--- src/rtl/parity_check_serial_pkg.sv ---
// Shared types, constants and parity helper for the serial UART parity checker.
package parity_check_serial_pkg;

    localparam int unsigned MIN_DATA_WIDTH = 5;
    localparam int unsigned WIDTH_W        = 4;

    typedef enum logic [2:0] {
        PAR_NONE  = 3'd0,
        PAR_EVEN  = 3'd1,
        PAR_ODD   = 3'd2,
        PAR_MARK  = 3'd3,
        PAR_SPACE = 3'd4
    } parity_mode_t;

    typedef enum logic [1:0] {
        S_IDLE   = 2'd0,
        S_DATA   = 2'd1,
        S_PARITY = 2'd2,
        S_DONE   = 2'd3
    } state_t;

    // Parity bit the receiver should see; inject flips it to force a mismatch.
    function automatic logic expected_parity(input logic acc, input parity_mode_t mode,
                                             input logic inject);
        logic exp_p;
        case (mode)
            PAR_EVEN: exp_p = acc;
            PAR_ODD:  exp_p = ~acc;
            PAR_MARK: exp_p = 1'b1;
            default:  exp_p = 1'b0;
        endcase
        return exp_p ^ inject;
    endfunction

endpackage

--- src/rtl/parity_check_serial_err_counter.sv ---
// Saturating parity-error counter; a clear in the same cycle as an increment leaves it at 1.
module parity_err_counter #(
    parameter int unsigned WIDTH = 8
) (
    input  logic             clk,
    input  logic             reset,
    input  logic             clear_i,
    input  logic             inc_i,
    output logic [WIDTH-1:0] count_o
);

    logic [WIDTH-1:0] count_q;
    logic [WIDTH-1:0] count_d;

    always_comb begin
        count_d = clear_i ? '0 : count_q;
        if (inc_i && (count_d != '1)) begin
            count_d = count_d + WIDTH'(1);
        end
    end

    always_ff @(posedge clk) begin
        if (reset) begin
            count_q <= '0;
        end else begin
            count_q <= count_d;
        end
    end

    assign count_o = count_q;

endmodule

--- src/rtl/parity_check_serial.sv ---
// Serial UART RX parity checker: accumulates data-bit parity and checks the parity bit.
// PARITY_ERR_COUNT_EN builds the saturating error counter; otherwise err_count is tied to 0.
module parity_check_serial
    import parity_check_serial_pkg::*;
#(
    parameter int unsigned MAX_DATA_WIDTH = 9,
    parameter int unsigned ERR_CNT_WIDTH  = 8
) (
    input  logic                     clk,
    input  logic                     reset,
    input  logic [3:0]               data_width,
    input  logic [2:0]               parity_mode,
    input  logic                     frame_start,
    input  logic                     bit_valid,
    input  logic                     bit_in,
    input  logic                     parity_fault_injection,
    input  logic                     clear_err,
    output logic                     busy,
    output logic                     check_valid,
    output logic                     PARITYERR,
    output logic                     parity_err_sticky,
    output logic [ERR_CNT_WIDTH-1:0] err_count
);

    state_t               state_q, state_d;
    parity_mode_t         mode_q, mode_d, mode_in;
    logic [WIDTH_W-1:0]   width_q, width_d, width_clamped;
    logic [WIDTH_W-1:0]   cnt_q, cnt_d;
    logic                 acc_q, acc_d;
    logic                 err_d;
    logic                 done_d;
    logic                 busy_q, busy_d;
    logic                 check_valid_q, check_valid_d;
    logic                 perr_q, perr_d;
    logic                 sticky_q, sticky_d;

    // Clamp the requested width into the supported range.
    always_comb begin
        width_clamped = data_width;
        if (data_width < WIDTH_W'(MIN_DATA_WIDTH)) begin
            width_clamped = WIDTH_W'(MIN_DATA_WIDTH);
        end else if (data_width > WIDTH_W'(MAX_DATA_WIDTH)) begin
            width_clamped = WIDTH_W'(MAX_DATA_WIDTH);
        end
    end

    assign mode_in = (parity_mode <= 3'd4) ? parity_mode_t'(parity_mode) : PAR_NONE;

    // Frame sequencing; frame_start restarts from any state.
    always_comb begin
        state_d = state_q;
        mode_d  = mode_q;
        width_d = width_q;
        cnt_d   = cnt_q;
        acc_d   = acc_q;
        err_d   = 1'b0;
        if (frame_start) begin
            mode_d  = mode_in;
            width_d = width_clamped;
            cnt_d   = '0;
            acc_d   = 1'b0;
            state_d = S_DATA;
        end else begin
            case (state_q)
                S_IDLE: begin
                    state_d = S_IDLE;
                end
                S_DATA: begin
                    if (bit_valid) begin
                        acc_d = acc_q ^ bit_in;
                        cnt_d = cnt_q + WIDTH_W'(1);
                        if (cnt_d == width_q) begin
                            state_d = (mode_q == PAR_NONE) ? S_DONE : S_PARITY;
                        end
                    end
                end
                S_PARITY: begin
                    if (bit_valid) begin
                        err_d   = bit_in != expected_parity(acc_q, mode_q, parity_fault_injection);
                        state_d = S_DONE;
                    end
                end
                S_DONE: begin
                    state_d = S_IDLE;
                end
                default: begin
                    state_d = S_IDLE;
                end
            endcase
        end
    end

    // Outputs are registered from the next state so they line up with the state they describe.
    always_comb begin
        done_d        = (state_d == S_DONE) && (state_q != S_DONE);
        busy_d        = (state_d == S_DATA) || (state_d == S_PARITY);
        check_valid_d = done_d;
        perr_d        = done_d ? err_d : perr_q;
        sticky_d      = (clear_err ? 1'b0 : sticky_q) | (done_d & err_d);
    end

    always_ff @(posedge clk) begin
        if (reset) begin
            state_q       <= S_IDLE;
            mode_q        <= PAR_NONE;
            width_q       <= '0;
            cnt_q         <= '0;
            acc_q         <= 1'b0;
            busy_q        <= 1'b0;
            check_valid_q <= 1'b0;
            perr_q        <= 1'b0;
            sticky_q      <= 1'b0;
        end else begin
            state_q       <= state_d;
            mode_q        <= mode_d;
            width_q       <= width_d;
            cnt_q         <= cnt_d;
            acc_q         <= acc_d;
            busy_q        <= busy_d;
            check_valid_q <= check_valid_d;
            perr_q        <= perr_d;
            sticky_q      <= sticky_d;
        end
    end

`ifdef PARITY_ERR_COUNT_EN
    parity_err_counter #(
        .WIDTH(ERR_CNT_WIDTH)
    ) u_err_counter (
        .clk    (clk),
        .reset  (reset),
        .clear_i(clear_err),
        .inc_i  (done_d & err_d),
        .count_o(err_count)
    );
`else
    assign err_count = '0;
`endif

    assign busy              = busy_q;
    assign check_valid       = check_valid_q;
    assign PARITYERR         = perr_q;
    assign parity_err_sticky = sticky_q;

endmodule

--- config.mk ---
export PLATFORM = sky130hd
export DESIGN_NAME = parity_check_serial
export DESIGN_NICKNAME = d
export VERILOG_FILES = /design/src/rtl/parity_check_serial_pkg.sv /design/src/rtl/parity_check_serial_err_counter.sv /design/src/rtl/parity_check_serial.sv
export SDC_FILE = /design/constraint.sdc
export NUM_CORES = 1
export LEC_CHECK = 0
export BUFFER_PORTS_ARGS = -buffer_cell sky130_fd_sc_hd__buf_2
export CAP_MARGIN = 20
export CORE_UTILIZATION = 49
export DETAILED_ROUTE_END_ITERATION = 10
export GPL_ROUTABILITY_DRIVEN = 0
export HOLD_SLACK_MARGIN = 0.05
export PLACE_DENSITY = 0.72
export SLEW_MARGIN = 40
export SYNTH_ARGS = -nofsm -noshare
export SYNTH_HDL_FRONTEND = slang
export SYNTH_SLANG_ARGS = --single-unit
--- constraint.sdc ---
create_clock -name clk -period 2.71 [get_ports clk]
set_clock_uncertainty 0.1 [all_clocks]
set_input_delay 0.271 -clock clk [delete_from_list [all_inputs] [get_ports clk]]
set_output_delay 0.271 -clock clk [all_outputs]
set_load 0.01 [all_outputs]
Word-level counts from Yosys, hierarchy flattened:

Index checks and enable logic that the tools add are counted.

* add/sub/neg operators: 1
* order comparisons: 3
* equality and inequality tests: 12
* mux-type cells: 17
* bitwise operators: 5
* reductions and logical operators: 7

Operators with widths (number)
* $eq 2x2->1 const B: 4
* $mux 1: 8
* $mux 2: 4
* $mux 4: 2
* $eq 3x2->1 const B: 2
* $pmux 2 s3: 1
* $add 4x1->4 const B: 1
* $eq 2x1->1 const B: 2
* $eq 4x4->1: 1
* $gt 4x4->1 const B: 1
* $lt 4x3->1 const B: 1
* $reduce_or 2->1: 2
* $eq 3x1->1 const B: 1
* $le 3x3->1 const B: 1
* $logic_not 3->1: 1
* $mux 3: 1
* $pmux 1 s3: 1
* $logic_not 2->1: 1
* $ne 2x2->1 const B: 1
* $reduce_and 2->1: 1
* $xor 1x1->1: 2
* $and 1x1->1: 1
* $logic_and 1x1->1: 1
* $logic_or 1x1->1: 1
* other kinds (3): 3

* register bits after elaboration: 18
* input port bits: 14
* output and inout port bits: 12
* logic and storage cells: 54

Logic depth before layout (Yosys ltp):

Gate-level depths: netlist (run 1).

* depth after elaboration: 12
* gate-level depth with buffers: 9
* mapped depth without buffers: 9

Worst setup path after synthesis (run 1):

No wires, ideal clock.

* kind: reg-to-reg
* start: register cnt_q[0]
* end: register perr_q (netlist: PARITYERR)
* setup time: 59 ps
* data arrival time: 2122 ps
* required time: 2551 ps
* setup slack: 429 ps
* cell stages (with the launch flop): 10
* path buffers: 0
* clock period less this slack: 2281 ps
* cells stage by stage: dfxtp_1 -> ha_1 -> xnor2_1 -> nand3_1 -> o41a_1 -> nor2_1 -> ha_1 -> nand3_1 -> or4b_1 -> nand2_1

* cells in the longest elaborated chain, start to end: 8

Ends and longest elaborated chain
* from (decl): line parity_check_serial.sv:28 `logic [WIDTH_W-1:0] cnt_q, cnt_d;`
* from (signal assigned): line parity_check_serial.sv:117 `cnt_q <= cnt_d;`
* $add 4x1->4: line parity_check_serial.sv:71 `cnt_d = cnt_q + WIDTH_W'(1);`
* $eq 4x4->1: line parity_check_serial.sv:72 `if (cnt_d == width_q) begin`
* $mux 2: line parity_check_serial.sv:72
* $mux 2: line parity_check_serial.sv:69 `if (bit_valid) begin`
* $pmux 2 s3: line parity_check_serial.sv:64 `case (state_q)`
* $mux 2: line parity_check_serial.sv:57 `if (frame_start) begin`
* via state_d[1]: line parity_check_serial.sv:25 `state_t state_q, state_d;`
* $eq 2x2->1: line parity_check_serial.sv:95 `done_d = (state_d == S_DONE) && (state_q != S_DONE);`
* $logic_and 1x1->1: line parity_check_serial.sv:95
* to (signal assigned): line parity_check_serial.sv:121 `perr_q <= perr_d;`
* to (decl): line parity_check_serial.sv:34 `logic perr_q, perr_d;`

The timed path passes the listed nets, and every way through them passes these cells.
A chain may end at the register's enable or synchronous reset.

Worst setup path after layout (run 1):

Ends and elaborated chain as after synthesis.

==> results of run 1 <==
==> final cells by class <==
class / count / area [sq um]
clock buffers: 3 / 22.5
fillers: 178 / 727
repair buffers: 17 / 85.1
flip-flops and latches: 18 / 360
multi-input cells: 81 / 500
well taps: 25 / 31.3
==> per-layer routing <==
layer | global-route usage | routed length [um] | up-vias
met1 | 0.218 | 692 | 305
met3 | 0.0240 | 52 | 4
li1 | - | - | 369
met5 | 0 | 0 | -
met2 | 0.264 | 717 | 16
met4 | 0.109 | 29 | 0
==> worst max-delay path by stage <==
stage                                         endpoint  slack [ns]  depth (start not counted)
after floorplan                 PARITYERR$_SDFFE_PP0P_        0.43                          9
after global placement    parity_err_sticky$_SDFF_PP0_        0.36                          9
after detailed placement        PARITYERR$_SDFFE_PP0P_        0.30                          9
after CTS                       PARITYERR$_SDFFE_PP0P_        0.28                          9
after global routing      parity_err_sticky$_SDFF_PP0_        0.13                          9
final                           PARITYERR$_SDFFE_PP0P_        0.27                          9
==> power by group through the flow <==
stage	logic (uW)	clock network (uW)	registers (uW)
2_1_floorplan	49.1	0	285
3_3_place_gp	58.1	0	285
3_5_place_dp	59.1	0	285
4_1_cts	59.5	138	279
5_1_grt	67.1	148	281
6_report	59.2	127	279
==> metrics by stage <==
| step | util | instances | cell area [sq um] | total power [uW] | hold slack, ns |
|---|---|---|---|---|---|
| 2_1_floorplan | - | 111 | 937 | 334 | 0.243 |
| 3_3_place_gp | 0.566 | 141 | 977 | 343 | 0.338 |
| 3_5_place_dp | 0.566 | 141 | 977 | 344 | 0.352 |
| 4_1_cts | 0.579 | 144 | 1000 | 477 | 0.0854 |
| 5_1_grt | 0.579 | 144 | 1000 | 496 | 0.0974 |
| 6_report | 0.579 | 144 | 1000 | 466 | 0.103 |
==> cell families after synthesis <==
kind of cell | share of synthesized area
flops | 0.396
xor+xnor | 0.106
other cells | 0.00412
compound gates | 0.0783
simple gates | 0.250
fa+ha+maj | 0.0275
mux | 0.0549
buf+inv | 0.0838
==> worst max-delay path: stages (launching register included) <==
cell and delay (ns):
dfxtp_1 0.36, ha_1 0.34, xnor2_1 0.17, nand3_1 0.11
o41a_1 0.40, nor2_1 0.10, ha_1 0.18, nand3_1 0.07
or4b_1 0.49, nand2_1 0.08
==> cells in the final DEF (no fill, tap or decap), drive strengths merged, types with 2 or more instances in the layout <==
master  Yosys  final
clkbuf      2      3
nor2       16     16
mux2i       5      5
a211oi      4      4
buf        10     17
nor3        2      2
nand2       7      7
conb        1      8
a21oi       5      5
nor2b       2      2
xor2        5      5
nand3b      3      3
nand2b      5      5
xnor2       6      6
nand3       3      3
and3b       2      2
ha          2      2
dfxtp      18     18
==> sequential cells by signal, indices dropped and copies added, names as in the netlist <==
name and flops:
cnt_q 4, width_q 4, mode_q 3, state_q 2
PARITYERR 1, acc_q 1, busy 1, check_valid 1
parity_err_sticky 1
==> flow_summary.toml, run 1 <==
[floorplan]
io_pins = 26
die_h_um = 45.1
die_x_um = 45.1
start_util = 0.528
fp.coreArea_sq_um = 1730
die_area_sq_um = 2040
rows = 15

[cts]
post_cts_buffers = 0
clk_pin_slew_ns = 0.09
clockRootBuffer = "clkbuf_4"
cts_max_level = 1
ctsResizeCount = 0
cts-hold-fix-buffers = 0
worstSkewPairLatency_ns = 0.29
tritoncts = "yes"
cts_num_sinks = 18
cts_buffers = 3
clock_path_buffers = 2

[sta]
setup_tns_ns = 0
finalHoldViolations = 0
timing.final.crit_share = 0.901
rsz0062_at_grt = "no"
setup_viol = 0
fmax_mhz = 410
setup_slack_ns = 0.269
period_needed_ns = 2.44
slew_viol_final = 0

[power]
power.net_switching_uw = 114
pwr-share-seq = 0.599
cellLeakagePower_uw = 0.000429
cellPowerDensity_nw_per_um2 = 466
ir_worst_vdd_uv = 239
swShare = 0.246
internal_power_uw = 351
power_frac_comb = 0.127
pwr-share-clk = 0.273

[outcome]
status = "completed"

[setup_path]
ff2ff_setup_slack_ns = 0.27
r2r_end = "PARITYERR$_SDFFE_PP0P_"
worstPathMaxFanout = 4
criticalPathCategory = "reg2reg"
cp-end-kind = "flip-flop"
crit_path_start = "cnt_q[0]$_SDFFE_PP0P_"
crit_arrival_ns = 2.58
reg2reg_from = "cnt_q[0]$_SDFFE_PP0P_"
critPathLaunchType = "flip-flop"
required_ns = 2.85
r2r_cells = 9

[synthesis]
synth_edf_count = 0
synth_top_area_frac = 0.396
synth.distinct_cells = 26
synthTopCellsByArea = "dfxtp_1 40%, buf_4 6.6%, nor2_1 6.6%"
yosysMostFrequentCell = "dfxtp_1"
yosysSeqAreaShare = 0.396
ys.flop_type = "dfxtp_1"
synthCells = 104
synth-async-reset-ratio = 0
yosys_warnings = 0
yosysTopAreaCell = "dfxtp_1"
synthTopCellsByCount = "18 x dfxtp_1, 16 x nor2_1, 8 x buf_4, 7 x nand2_1, 6 x xnor2_1"
syn_area_per_cell_sq_um = 8.76
syn_area_sq_um = 911
synth-seq-cells = 18

[detailed_routing]
drt_pre_antenna_iters = 4
vias_per_cell = 4.82
num_vias = 694
routed_wl_um = 1490
post-route-drc-count = 0
wl_per_cell_um = 10.4
ant_nets = 0
drt_iter0_markers = 6

[global_routing]
grt_pass1_wl_um = 2410
grt_usage = 0.169
grt_pass1_vias = 583
gr-total-overflow = 0
grt_start_max_net_pins = 16
antenna_found_initial = 0

[worst_hold_path]
min_to = "width_q[2]$_SDFFE_PP0P_"
hp-class = "in2reg"
min_path_cells = 2
min-delay-start = "data_width[3]"

[cells_and_area]
layout-drive-gt1-share = 0.168
layout-area-overhead-vs-synth_pct = 9.75
fin_nets = 137
diodes = 0

[place]
place_ws_ns = 0.304
place_hpwl_um = 1160
io_buffers = 17

[flow_run]
maxCapViolations = 0
(Power assumes the default switching activity.)
==> inputs of run 2 (changes only) <==
--- a/config.mk
+++ b/config.mk
@@ -5,13 +5,14 @@
 export SDC_FILE = /design/constraint.sdc
 export NUM_CORES = 1
 export LEC_CHECK = 0
-export BUFFER_PORTS_ARGS = -buffer_cell sky130_fd_sc_hd__buf_2
 export CAP_MARGIN = 20
-export CORE_UTILIZATION = 49
+export CORE_UTILIZATION = 59
 export DETAILED_ROUTE_END_ITERATION = 10
+export DONT_BUFFER_PORTS = 1
 export GPL_ROUTABILITY_DRIVEN = 0
 export HOLD_SLACK_MARGIN = 0.05
-export PLACE_DENSITY = 0.72
+export MAX_ROUTING_LAYER = met4
+export PLACE_DENSITY = 0.71
 export SLEW_MARGIN = 40
 export SYNTH_ARGS = -nofsm -noshare
 export SYNTH_HDL_FRONTEND = slang
==> constraint.sdc (replaced) <==
create_clock -name clk -period 2.5 [get_ports clk]
set_clock_uncertainty 0.1 [all_clocks]
set_input_delay 0.25 -clock clk [delete_from_list [all_inputs] [get_ports clk]]
set_output_delay 0.25 -clock clk [all_outputs]
set_load 0.01 [all_outputs]
==> flow_summary.toml, run 2 (synthesis results as in run 1) <==
[outcome]
status = "completed"

[setup_path]
critical-path-top-delay-family = "simple AND/OR/NAND/NOR gates"
cp-end-kind = "flip-flop"
slowest_stage = "or4b_4"
worstPathMaxFanout = 4
criticalPathCategory = "reg2reg"
cp.buffers_inverters = 0
crit_top_cell = "nand3_1"
critPathLaunchType = "flip-flop"
cp_slowest_stage_delay_ns = 0.50
path_cells = "ha_4 > xnor2_1 > nand3_1 > o41a_1 > nor2_1 > ha_2 > nand3_1 > or4b_4 > nand2_1"
required_ns = 2.64
crit_arrival_ns = 2.52

[floorplan]
fp.coreArea_sq_um = 1370
die_h_um = 41.3
die_x_um = 41.3
rows = 13
io_pins = 26
start_util = 0.667
die_area_sq_um = 1700

[sta]
rsz0062_at_grt = "no"
finalHoldViolations = 0
hold_ws_ns = 0.0533
period_needed_ns = 2.38
setup_viol = 0
setup_tns_ns = 0
fmax_mhz = 421
timing.final.crit_share = 0.950
slew_viol_final = 0

[detailed_routing]
drt_pre_antenna_iters = 2
num_vias = 688
ant_nets = 0
post-route-drc-count = 0
drt_iter0_markers = 4
wl_per_cell_um = 13.4
routed_wl_um = 1670
vias_per_cell = 5.50

[place]
io_buffers = 0

[cells_and_area]
largest_registers = "cnt_q (4), width_q (4), mode_q (3)"
diodes = 0
fin_nets = 128
layout-area-overhead-vs-synth_pct = 10.0
layout_commonest_cell = "dfxtp_1"
layout-drive-gt1-share = 0.0636
final_cell_mix = "17 x dfxtp_1, 16 x nor2_1, 8 x conb_1, 8 x dlygate4sd3_1, 7 x nand2_1"
num-fill-cells = 114

[flow_run]
maxCapViolations = 0

[worst_hold_path]
hp-class = "in2reg"

[power]
cellLeakagePower_uw = 0.000391
cellPowerDensity_nw_per_um2 = 504
ir_worst_vdd_uv = 299

[cts]
worstSkewPairLatency_ns = 0.29
tritoncts = "yes"
clock_path_buffers = 2
cts_max_level = 1
clk_pin_slew_ns = 0.10
cts_buffers = 3
cts_num_sinks = 18
clockRootBuffer = "clkbuf_4"

[global_routing]
grt_pass1_wl_um = 2390
antenna_found_initial = 0
grt_usage = 0.229
grt_pass1_vias = 590
gr-total-overflow = 0
grt_start_max_net_pins = 13
[run 2: changes by cell type in the layout (fill, tap and decap cells not counted), sizes merged]
cell	before	now
buf	17	0
dlygate4sd3	0	8
[run 2: final timing paths]
kind	startpoint	endpoint	slack, ns	cells after the start
hold / removal	data_width[0]	width_q[0]$_SDFFE_PP0P_	0.05	2
setup reg to reg	cnt_q[0]$_SDFFE_PP0P_	parity_err_sticky$_SDFF_PP0_	0.12	9
setup / recovery	cnt_q[0]$_SDFFE_PP0P_	parity_err_sticky$_SDFF_PP0_	0.12	9
hold reg to reg	width_q[0]$_SDFFE_PP0P_	width_q[0]$_SDFFE_PP0P_	0.41	2
[run 2: layout make-up]
cell class	instances	area, sq um	area share
well taps	15	18.8	0.0187
flip-flops and latches	18	362	0.361
clock buffers	3	22.5	0.0225
repair buffers	8	80.1	0.0799
multi-input cells	81	519	0.518
[run 2: layer usage]
layer,global-route usage,wire length (um),vias up,share of wire
met5,-,0,-,0
met4,0.121,34,0,0.020
met3,0.0319,67,5,0.040
met2,0.367,795,22,0.48
met1,0.279,774,316,0.46
li1,-,-,345,-
[run 2: power by group]
part / internal [uW] / total [uW] / leakage, uW / switching [uW]
logic: 29.0 / 59.2 / 0.000229 / 30.1
clock network: 56.0 / 142 / 0.0000138 / 85.9
registers: 296 / 304 / 0.000147 / 7.98
total: 381 / 505 / 0.000391 / 124
[run 2: worst register-to-register path, cell delays in order (launching register included)]
cell	delay, ns
dfxtp_2	0.42
ha_4	0.23
xnor2_1	0.15
nand3_1	0.11
o41a_1	0.39
nor2_1	0.10
ha_2	0.18
nand3_1	0.08
or4b_4	0.50
nand2_1	0.07
[run 2: what timing repair did]
item / 4_1_cts / 5_1_grt
buffers inserted: 0 / 0
setup endpoints to repair: 0 / 2
endpoints found under the hold margin: 12 / 0
hold buffers: 8 / 0
gates resized for setup: 0 / 4
[run 2: per-stage QoR]
stage	std cells	total power (uW)	setup slack, ns	cell area (sq um)	util
2_1_floorplan	111	362	0.219	937	-
3_3_place_gp	114	353	0.154	880	0.644
3_5_place_dp	114	355	0.0618	880	0.644
4_1_cts	125	505	0.0424	982	0.719
5_1_grt	125	525	0.0354	1000	0.734
6_report	125	505	0.124	1000	0.734
==> inputs of run 3 (changes only) <==
--- a/config.mk
+++ b/config.mk
@@ -10,10 +10,12 @@
 export DETAILED_ROUTE_END_ITERATION = 10
 export DONT_BUFFER_PORTS = 1
 export GPL_ROUTABILITY_DRIVEN = 0
+export GPL_TIMING_DRIVEN = 0
 export HOLD_SLACK_MARGIN = 0.05
 export MAX_ROUTING_LAYER = met4
 export PLACE_DENSITY = 0.71
 export SLEW_MARGIN = 40
 export SYNTH_ARGS = -nofsm -noshare
 export SYNTH_HDL_FRONTEND = slang
+export SYNTH_HIERARCHICAL = 1
 export SYNTH_SLANG_ARGS = --single-unit
==> flow_summary.toml, run 3 <==
[synthesis]
post_synth_fa_ha_maj_area_fraction = 0.0275
synthTopCellsByCount = "18 x dfxtp_1, 16 x nor2_1, 8 x buf_4, 7 x nand2_1, 6 x xnor2_1"
synth-async-reset-ratio = 0
synth-seq-cells = 18
synth_edf_count = 0
yosysSeqAreaShare = 0.396
ys.flop_type = "dfxtp_1"
synth_top_area_frac = 0.396
syn_area_per_cell_sq_um = 8.76
synth_xor_area_frac = 0.106
yosys_warnings = 6
yosysMostFrequentCell = "dfxtp_1"
synthTopCellsByArea = "dfxtp_1 40%, buf_4 6.6%, nor2_1 6.6%"
synthCells = 104
synth.distinct_cells = 26
yosysTopAreaCell = "dfxtp_1"
synth_top_family_by_area = "simple AND/OR/NAND/NOR gates"
syn_area_sq_um = 911
synth-compound-area-share = 0.0783
synthSimpleGateAreaFrac = 0.250
muxShareOfSynthArea = 0.0549

[cells_and_area]
final_util = 0.814
num-fill-cells = 94
register_area_sq_um = 362
layout_commonest_cell = "dfxtp_1"
final_cell_mix = "17 x dfxtp_1, 16 x nor2_1, 10 x dlygate4sd3_1"
multiInputGateArea_sq_um = 519
fin_nets = 142
layout-area-overhead-vs-synth_pct = 22.1
layout-drive-gt1-share = 0.136
largest_registers = "cnt_q (4), width_q (4), mode_q (3)"
diodes = 0

[place]
place_hpwl_um = 1150
io_buffers = 0

[setup_path]
crit_arrival_ns = 2.57
critical-path-top-delay-family = "simple AND/OR/NAND/NOR gates"
cp_slowest_stage_delay_ns = 0.50
cp.buffers_inverters = 0
criticalPathCategory = "reg2reg"
critPathLaunchType = "flip-flop"
required_ns = 2.65
cp-end-kind = "flip-flop"
slowest_stage = "or4b_4"
path_cells = "ha_4 > xnor2_1 > nand3_1 > o41a_1 > nor2_1 > ha_2 > nand3_1 > or4b_4 > nand2_1"
worstPathMaxFanout = 3
crit_top_cell = "nand3_1"

[floorplan]
start_util = 0.667
rows = 13
die_h_um = 41.3
io_pins = 26
fp.coreArea_sq_um = 1370
die_area_sq_um = 1700
die_x_um = 41.3

[power]
finalPower_uw = 567
swShare = 0.249
cellLeakagePower_uw = 0.000454
pwr-share-clk = 0.330
power.net_switching_uw = 141
pwr-share-seq = 0.539
power_frac_comb = 0.131
internal_power_uw = 425
cellPowerDensity_nw_per_um2 = 509
ir_worst_vdd_uv = 463

[sta]
worstMarginPinSlew_ns = 0.515
fmax_mhz = 413
setup_viol = 0
timing.final.crit_share = 0.968
period_needed_ns = 2.42
slew_headroom = 0.657
finalHoldViolations = 0
slew_viol_final = 0

[detailed_routing]
drt_pre_antenna_iters = 4
num_vias = 756
routed_wl_um = 1960
drt_iter0_markers = 19
ant_nets = 0
wl_per_cell_um = 14.0
vias_per_cell = 5.40
post-route-drc-count = 0

[flow_run]
maxCapViolations = 0

[global_routing]
antenna_found_initial = 0
grt_start_max_net_pins = 11
grt_pass1_wl_um = 2730
grt_usage = 0.267
gr-total-overflow = 0
grt_pass1_vias = 658

[outcome]
status = "completed"

[cts]
clockRootBuffer = "clkbuf_4"
cts_buffers = 3
tritoncts = "yes"
clock_path_buffers = 2
post_cts_buffers = 0
clk_pin_slew_ns = 0.11
cts_num_sinks = 18
worstSkewPairLatency_ns = 0.31
cts_max_level = 1

[worst_hold_path]
hp-class = "in2reg"
## run 3: cell counts after synthesis
Identical to the previous run, type by type.
## run 3: cells by family (layout without fill, tap and decap cells)
| logic type | after synthesis | count (layout) |
|---|---|---|
| flops | 18 | 18 |
| simple gates | 44 | 44 |
| buf+inv | 12 | 26 |
| xor+xnor | 11 | 11 |
| compound gates | 11 | 11 |
| mux | 5 | 5 |
| fa+ha+maj | 2 | 2 |
| other cells | 1 | 8 |
## run 3: layer usage
layer / share of wire / GRT usage / vias up
met3: 0.042 / 0.0479 / 5
met1: 0.41 / 0.286 / 343
met2: 0.53 / 0.465 / 30
met5: 0 / - / -
li1: - / - / 378
met4: 0.017 / 0.145 / 0
## run 3: path summary, 6_finish.rpt
| check | from | endpoint | slack (ns) | cells after the start |
|---|---|---|---|---|
| worst max-delay path | cnt_q[1]$_SDFFE_PP0P_ | parity_err_sticky$_SDFF_PP0_ | 0.08 | 9 |
| worst min-delay path | bit_in | acc_q$_SDFFE_PP0P_ | 0.05 | 3 |
| worst max register to register | cnt_q[1]$_SDFFE_PP0P_ | parity_err_sticky$_SDFF_PP0_ | 0.08 | 9 |
| worst min register to register | PARITYERR$_SDFFE_PP0P_ | PARITYERR$_SDFFE_PP0P_ | 0.45 | 2 |
## run 3: worst min-delay path: stages
cell	delay [ns]
nand2_1	0.05
xor2_1	0.06
nor2_1	0.07
## run 3: layout make-up
class | count | area share
multi-input cells | 81 | 0.467
well taps | 15 | 0.0169
flip-flops and latches | 18 | 0.325
clock buffers | 4 | 0.0326
plain buffers | 12 | 0.0686
repair buffers | 10 | 0.0900
## run 3: power groups by stage
stage          Sequential [uW]  Clock, uW  Combinational, uW
3_3_place_gp               310          0               58.7
4_1_cts                    304        184               70.6
3_5_place_dp               310          0               59.4
5_1_grt                    306        199               82.9
2_1_floorplan              309          0               53.2
6_report                   305        187               74.5
## run 3: per-stage QoR
| stage | cells | cell area (sq um) | setup slack (ns) | TNS, ns | hold WS [ns] |
|---|---|---|---|---|---|
| 3_3_place_gp | 126 | 956 | 0.0898 | 0 | 0.228 |
| 2_1_floorplan | 111 | 937 | 0.219 | 0 | 0.222 |
| 4_1_cts | 140 | 1090 | 0.0252 | 0 | 0.0531 |
| 5_1_grt | 140 | 1110 | -0.00771 | -0.00771 | 0.0826 |
| 6_report | 140 | 1110 | 0.0788 | 0 | 0.0510 |
| 3_5_place_dp | 126 | 956 | 0.0649 | 0 | 0.227 |
## run 3: timing repair
item                                    in CTS  in global routing
gates resized for setup                      1                  3
pin swaps                                    0                  1
endpoints found under the setup margin       1                  2
hold endpoints to repair                     8                  0
hold buffers                                10                  0
